`config.mk`:
```
export PLATFORM = sky130hd
export DESIGN_NAME = pipe_register_chain
export DESIGN_NICKNAME = d
export VERILOG_FILES = /design/src/rtl/pipe_register_chain.sv
export SDC_FILE = /design/constraint.sdc
export NUM_CORES = 1
export LEC_CHECK = 0
export CAP_MARGIN = 20
export CORE_MARGIN = 2
export CORE_UTILIZATION = 45
export DETAILED_ROUTE_END_ITERATION = 16
export HOLD_SLACK_MARGIN = 0.12
export PLACE_DENSITY = 0.78
export SETUP_SLACK_MARGIN = 0.2
export SLEW_MARGIN = 20
export SYNTH_ARGS = -nofsm -noshare
export SYNTH_HDL_FRONTEND = slang
export SYNTH_SLANG_ARGS = --single-unit
```
`constraint.sdc`:
```
create_clock -name clk -period 3.5 [get_ports clk]
set_input_delay 0.7 -clock clk [delete_from_list [all_inputs] [get_ports clk]]
set_output_delay 0.7 -clock clk [all_outputs]
set_load 0.005 [all_outputs]
```
`src/rtl/pipe_register_chain.sv`:
```
// pipe_register_chain: elastic valid/ready register chain with bubble collapse and synchronous flush
module pipe_register_chain #(
  parameter int WIDTH = 4,
  parameter int DEPTH = 3,
  parameter logic [WIDTH-1:0] RESET_VALUE = {WIDTH{1'b0}},
  localparam int OW = $clog2(DEPTH + 1)
) (
  input  logic             clk,
  input  logic             rst,
  input  logic             flush,
  input  logic             in_valid,
  output logic             in_ready,
  input  logic [WIDTH-1:0] in_data,
  output logic             out_valid,
  input  logic             out_ready,
  output logic [WIDTH-1:0] out_data,
  output logic [OW-1:0]    occupancy
);
  logic [DEPTH-1:0] valid;
  logic [WIDTH-1:0] data [DEPTH];
  logic [DEPTH:0]   ready;
  logic [DEPTH-1:0] up_valid;
  logic [WIDTH-1:0] up_data [DEPTH];
  assign ready[DEPTH] = out_ready;
  for (genvar g = 0; g < DEPTH; g++) begin : g_stage
    // flattened form of !valid[g] | ready[g+1]: some stage at or past g is empty, or the output pops
    assign ready[g] = out_ready | ~&valid[DEPTH-1:g];
    if (g == 0) begin : g_head
      assign up_valid[g] = in_valid;
      assign up_data[g]  = in_data;
    end else begin : g_body
      assign up_valid[g] = valid[g-1];
      assign up_data[g]  = data[g-1];
    end
  end
  assign in_ready  = ready[0] & !flush;
  assign out_valid = valid[DEPTH-1] & !flush;
  assign out_data  = data[DEPTH-1];
  always_ff @(posedge clk or posedge rst)
    if (rst) begin
      valid     <= '0;
      occupancy <= '0;
      for (int i = 0; i < DEPTH; i++) data[i] <= RESET_VALUE;
    end else if (flush) begin
      valid     <= '0;
      occupancy <= '0;
    end else begin
      for (int i = 0; i < DEPTH; i++)
        if (ready[i]) begin
          valid[i] <= up_valid[i];
          if (up_valid[i]) data[i] <= up_data[i];
        end
      occupancy <= occupancy + OW'(in_valid & in_ready) - OW'(out_valid & out_ready);
    end
endmodule

```
# Word-level counts from Yosys, hierarchy flattened
# Index checks and enable logic that the tools add are counted.
dict set report word_totals {
  register_bits 17
  latchBits 0
  mem_bits_rw 0
  romBits 0
  inputBits 9
  out_inout_bits 8
  elab_cells 34
  mem_count 0
}
dict set report op_classes {
  addsub 2
  n_mul 0
  n_div 0
  order_cmp 0
  n_eq_ne 0
  shift 0
  n_mux 5
  n_bitwise 8
  reduce_logical 12
}
# op n
set ops {}
lappend ops {{$reduce_and 3->1} 4}
lappend ops {{$reduce_bool 2->1} 3}
lappend ops {{$and 1x1->1} 4}
lappend ops {{$logic_not 1->1} 4}
lappend ops {{$mux 1} 3}
lappend ops {{$mux 3} 1}
lappend ops {{$or 1x1->1} 3}
lappend ops {{$add 2x1->2} 1}
lappend ops {{$mux 2} 1}
lappend ops {{$reduce_and 2->1} 1}
lappend ops {{$sub 2x1->2} 1}
lappend ops {{$not 1->1} 1}

# Longest topological paths before layout
dict set report logic_depth {
  depth_word 8
  ltp_mapped 8
}

# Worst setup path after synthesis
# Ideal clock, no wire load.
dict set report synth_timing {
  path_kind {input-to-reg}
  start {input port out_ready}
  end {register occupancy[0]}
  setup_time_ns 0.135
  t_arrival_ns 1.947
  required_time_ns 3.365
  setup_slack_ns 1.418
  path_stages 7
  n_path_buf 1
  path_cell_list {nor2b_4 > buf_6 > a311o_4 > ha_1 > inv_1 > ha_1 > nor2b_1}
}
dict set report synth_between {
  elab_chain_len 6
  word_cells_on_any_way 7
  classes_between {2 x add/sub; 1 x mux; 4 x bitwise}
}
# item line_no
set synth_lines {}
lappend synth_lines {{from (decl)} 15} ;# input logic out_ready,
lappend synth_lines {{$or 1x1->1} 27} ;# assign ready[g] = out_ready | ~&valid[DEPTH-1:g];
lappend synth_lines {{$and 1x1->1} 36} ;# assign in_ready = ready[0] & !flush;
lappend synth_lines {{$and 1x1->1} 53} ;# occupancy <= occupancy + OW'(in_valid & in_ready) - OW'(out_valid & out_ready);
lappend synth_lines {{$add 2x1->2} 53}
lappend synth_lines {{$sub 2x1->2 *} 53}
lappend synth_lines {{$mux 2 *} 44} ;# end else if (flush) begin
lappend synth_lines {{to (signal assigned)} 53}
lappend synth_lines {{to (decl)} 17} ;# output logic [OW-1:0] occupancy
# Every way passes the cells marked *; elsewhere a longest branch is shown, timed or not.
# A chain may end at the register's enable or synchronous reset.

# Worst setup path after layout
dict set report layout_timing {
  start {input port flush}
  end {output port in_ready}
}
dict set report layout_between {
  elab_chain_len 2
}
# item line_no
set layout_lines {}
lappend layout_lines {{from (decl)} 10} ;# input logic flush,
lappend layout_lines {{$logic_not 1->1} 36}
lappend layout_lines {{$and 1x1->1} 36}
lappend layout_lines {{to (decl)} 12} ;# output logic in_ready,
# Every way passes these cells.

==> out/metrics.csv <==
stage,metric,value,unit
synth,total number of yosys warnings,0,
power,Total Power,0.000475,W
critical_path,classification of the worst setup path,in2out,
layout,filler cell count,143,
critical_path,cell breakdown of the critical path,clkdlybuf4s50_1 -> a31oi_1 -> clkdlybuf4s50_1,
layout,number of diodes added for antenna fixing,0,
timing,final hold violations,0,
synth,portion of the post-synthesis area used by sequential elements,54.0,%
synth,Mapped Avg Cell Area,13.6,um2
power,Static Leak,0.447,nW
critical_path,terminus of the critical flop-to-flop path,occupancy[1],
worst_hold_path,endpoint of the worst hold-timing path,out_data[1],
timing,min Tclk post-route,2730,ps
timing,worst slew margin relative to its limit,59.6,%
timing,setup repair after global routing missed its margin,false,
timing,max-slew violation count,0,
floorplanning,full die area,2100,um2
floorplanning,placeable core region,1690,um2
cts,CTS clock-pin slew for the worst setup and hold paths,90,ps
grt,wire length of the first global-routing pass,1770,um
route,Post-Route WL,1070,um
timing,setup violation total in the final timing report,0,
critical_path,Critical Path Start Type,input pin,
grt,Total GRT Usage,12.5,%
route,final routed DRC violation total,0,
grt,GRT Residual Overflow,0,
run_status,result of the run,"complete, no violations",
cts,H-tree Lvls,1,
placement,DP HPWL,837,um
route,DRC violation total after the first TritonRoute iteration,4,
layout,most common library cell in the layout ignoring fill and taps,sky130_fd_sc_hd__dfrtp_1,
route,via count normalized by instance count,4.97,
synth,count of state elements after synthesis,17,
synth,distinct cell type count of the synthesized netlist,19,
critical_path,critical-path maximum fanout,10,
cts,number of buffers created by CTS,3,
worst_hold_path,number of instances on the worst hold path,1,
cts,TritonCTS clock tree,yes,
power,fraction of power spent switching nets,22.8,%
layout,most used cells in the layout excluding fill and tap cells,"sky130_fd_sc_hd__dfrtp_1 (17), sky130_fd_sc_hd__clkdlybuf4s50_1 (16), sky130_fd_sc_hd__mux2_2 (8), sky130_fd_sc_hd__nor2_1 (5)",
layout,Final #Nets,84,
route,router iterations before antenna repair,2,
power,largest voltage drop on the vdd net,0.229,mV
worst_hold_path,Hold Crit Class,reg2reg,
cts,post-CTS setup buffer count,0,
floorplanning,initial core utilization,46.7,%
route,wire per inst,12.0,um
layout,proportion of layout cells with a drive suffix above 1,25.0,%
critical_path,"setup slack, reg-to-reg",1670,ps
power,power per unit of standard cell area,499,nW/um2
cts,Root Buffer,sky130_fd_sc_hd__clkbuf_4,
route,count of vias placed by the detailed router,442,
layout,synth-to-layout area growth,20.6,%
placement,Port Buffers,16,
floorplanning,die width,45.9,um
grt,largest net degree at the start of global routing,18,
placement,routability congestion estimate,0.701,
cts,clk_lat worst skew,280,ps
critical_path,critical path startpoint,flush,
cts,Bufs on Longest Clock Path,2,
floorplanning,vertical die dimension,45.9,um
critical_path,origin of the critical flop-to-flop path,valid[2],
cts,Post-CTS Hold Fix Bufs,0,
critical_path,max incr delay on CP,590,ps
power,Reg power frac,54.8,%
route,number of nets with antenna violations after detailed routing,0,
critical_path,capturing element type of the critical path,primary output,
power,switching power of the nets,0.000108,W
timing,Worst Skew,1.71,ps
critical_path,critical path data required time,2800,ps
floorplanning,number of placement rows,15,
synth,Netlist Area Pre-Place,788,um2
critical_path,Worst Reg2Reg Path Length in Cells,7,
power,clock network fraction of total power,21.0,%
cts,number of sinks on the clock net,17,
grt,number of antenna violations at the first check in global routing,0,
timing,Total Neg Setup Slack,0,ps
synth,synthesized instance count,58,
worst_hold_path,min-delay src,out_data[1],
power,internal power consumption,0.000367,W
critical_path,crit-path most repeated cell,sky130_fd_sc_hd__clkdlybuf4s50_1,
run,number of maximum-capacitance constraint violations,0,
critical_path,arrival time of data at the critical path endpoint,2030,ps
power,combinational power share,24.2,%
timing,share of the cycle needed by the critical path after routing,78.1,%
synth,net count after synthesis,69,
timing,transition time at the pin with the least slew margin,606,ps
grt,via count of the first global-routing pass,410,
floorplanning,number of primary I/O pins,17,
cts,Resize count post-CTS,0,
timing,peak clock frequency supported by timing,366,MHz
critical_path,critical path's slowest cell,sky130_fd_sc_hd__clkdlybuf4s50_1,
==> cell usage after synthesis <==
library cell | number | area [um2]
sky130_fd_sc_hd__buf_4 | 4 | 30.0
sky130_fd_sc_hd__nor2_1 | 5 | 18.8
sky130_fd_sc_hd__nor3b_2 | 1 | 12.5
sky130_fd_sc_hd__mux2_2 | 8 | 90.1
sky130_fd_sc_hd__dfrtp_1 | 17 | 425
sky130_fd_sc_hd__a211o_1 | 1 | 8.76
sky130_fd_sc_hd__nor2b_4 | 1 | 13.8
sky130_fd_sc_hd__xnor2_1 | 1 | 8.76
sky130_fd_sc_hd__a21oi_1 | 1 | 5.00
sky130_fd_sc_hd__inv_1 | 4 | 15.0
sky130_fd_sc_hd__xor2_1 | 1 | 8.76
sky130_fd_sc_hd__and2_1 | 1 | 6.26
sky130_fd_sc_hd__a31oi_1 | 2 | 12.5
sky130_fd_sc_hd__a311o_4 | 1 | 20.0
sky130_fd_sc_hd__clkbuf_1 | 1 | 3.75
sky130_fd_sc_hd__ha_1 | 2 | 25.0
sky130_fd_sc_hd__nor2b_1 | 2 | 12.5
sky130_fd_sc_hd__mux2_4 | 4 | 60.1
sky130_fd_sc_hd__buf_6 | 1 | 11.3
==> final cells by class <==
cell class	instances	area, um2	area share (%)
flip-flops and latches	17	425	44.7
multi-input cells	31	303	31.8
repair buffers	16	160	16.8
clock buffers	4	26.3	2.76
well taps	17	21.3	2.24
inverters	4	15.0	1.58
==> worst max-delay path: cells and delay by family <==
kind | cells | cell delay [ps]
AO/OA/AOI/OAI | 1 | 220
buffers and inverters | 2 | 1110
==> flip-flops by register name, summed over array words and instances (netlist names) <==
signal,count
valid,3
out_data,4
occupancy,2
data,8
==> power by group through the flow <==
stage	combinational, W	clock [W]	sequential, W
2_1_floorplan	0.0000867	0	0.000258
3_3_place_gp	0.000115	0	0.000263
3_5_place_dp	0.000117	0	0.000265
4_1_cts	0.000117	0.000104	0.000261
5_1_grt	0.000128	0.000110	0.000268
6_report	0.000115	0.0000998	0.000260
==> stage by stage <==
step	hold WS, ps	cell area [um2]	utilization, %	cells	setup WS (ps)
2_1_floorplan	474	788	-	58	1420
3_3_place_gp	488	925	54.7	85	793
3_5_place_dp	496	925	54.7	85	750
4_1_cts	516	951	56.3	89	750
5_1_grt	539	951	56.3	89	693
6_report	510	951	56.3	89	766
==> cell families after synthesis <==
family          synth area share, %
xor+xnor                       2.22
buf+inv                        7.62
compound gates                 5.87
mux                            19.0
fa+ha+maj                      3.17
flops                          54.0
simple gates                   8.10
==> routing by layer <==
metal / wire, um / global-route usage (%) / vias to the layer above / share of wire (%)
li1: - / - / 220 / -
met1: 518 / 17.6 / 213 / 48
met2: 518 / 17.2 / 9 / 48
met3: 34 / 3.57 / 0 / 3.2
met4: 0 / 6.86 / 0 / 0
met5: 0 / 0 / - / 0
==> worst max path at each step <==
stage | endpoint | slack [ps]
after detailed placement | in_ready | 750
after CTS | in_ready | 750
after floorplan | occupancy[0] | 1420
final | in_ready | 770
after global routing | out_valid | 690
after global placement | in_ready | 790
Power figures use the tool's default switching activity.
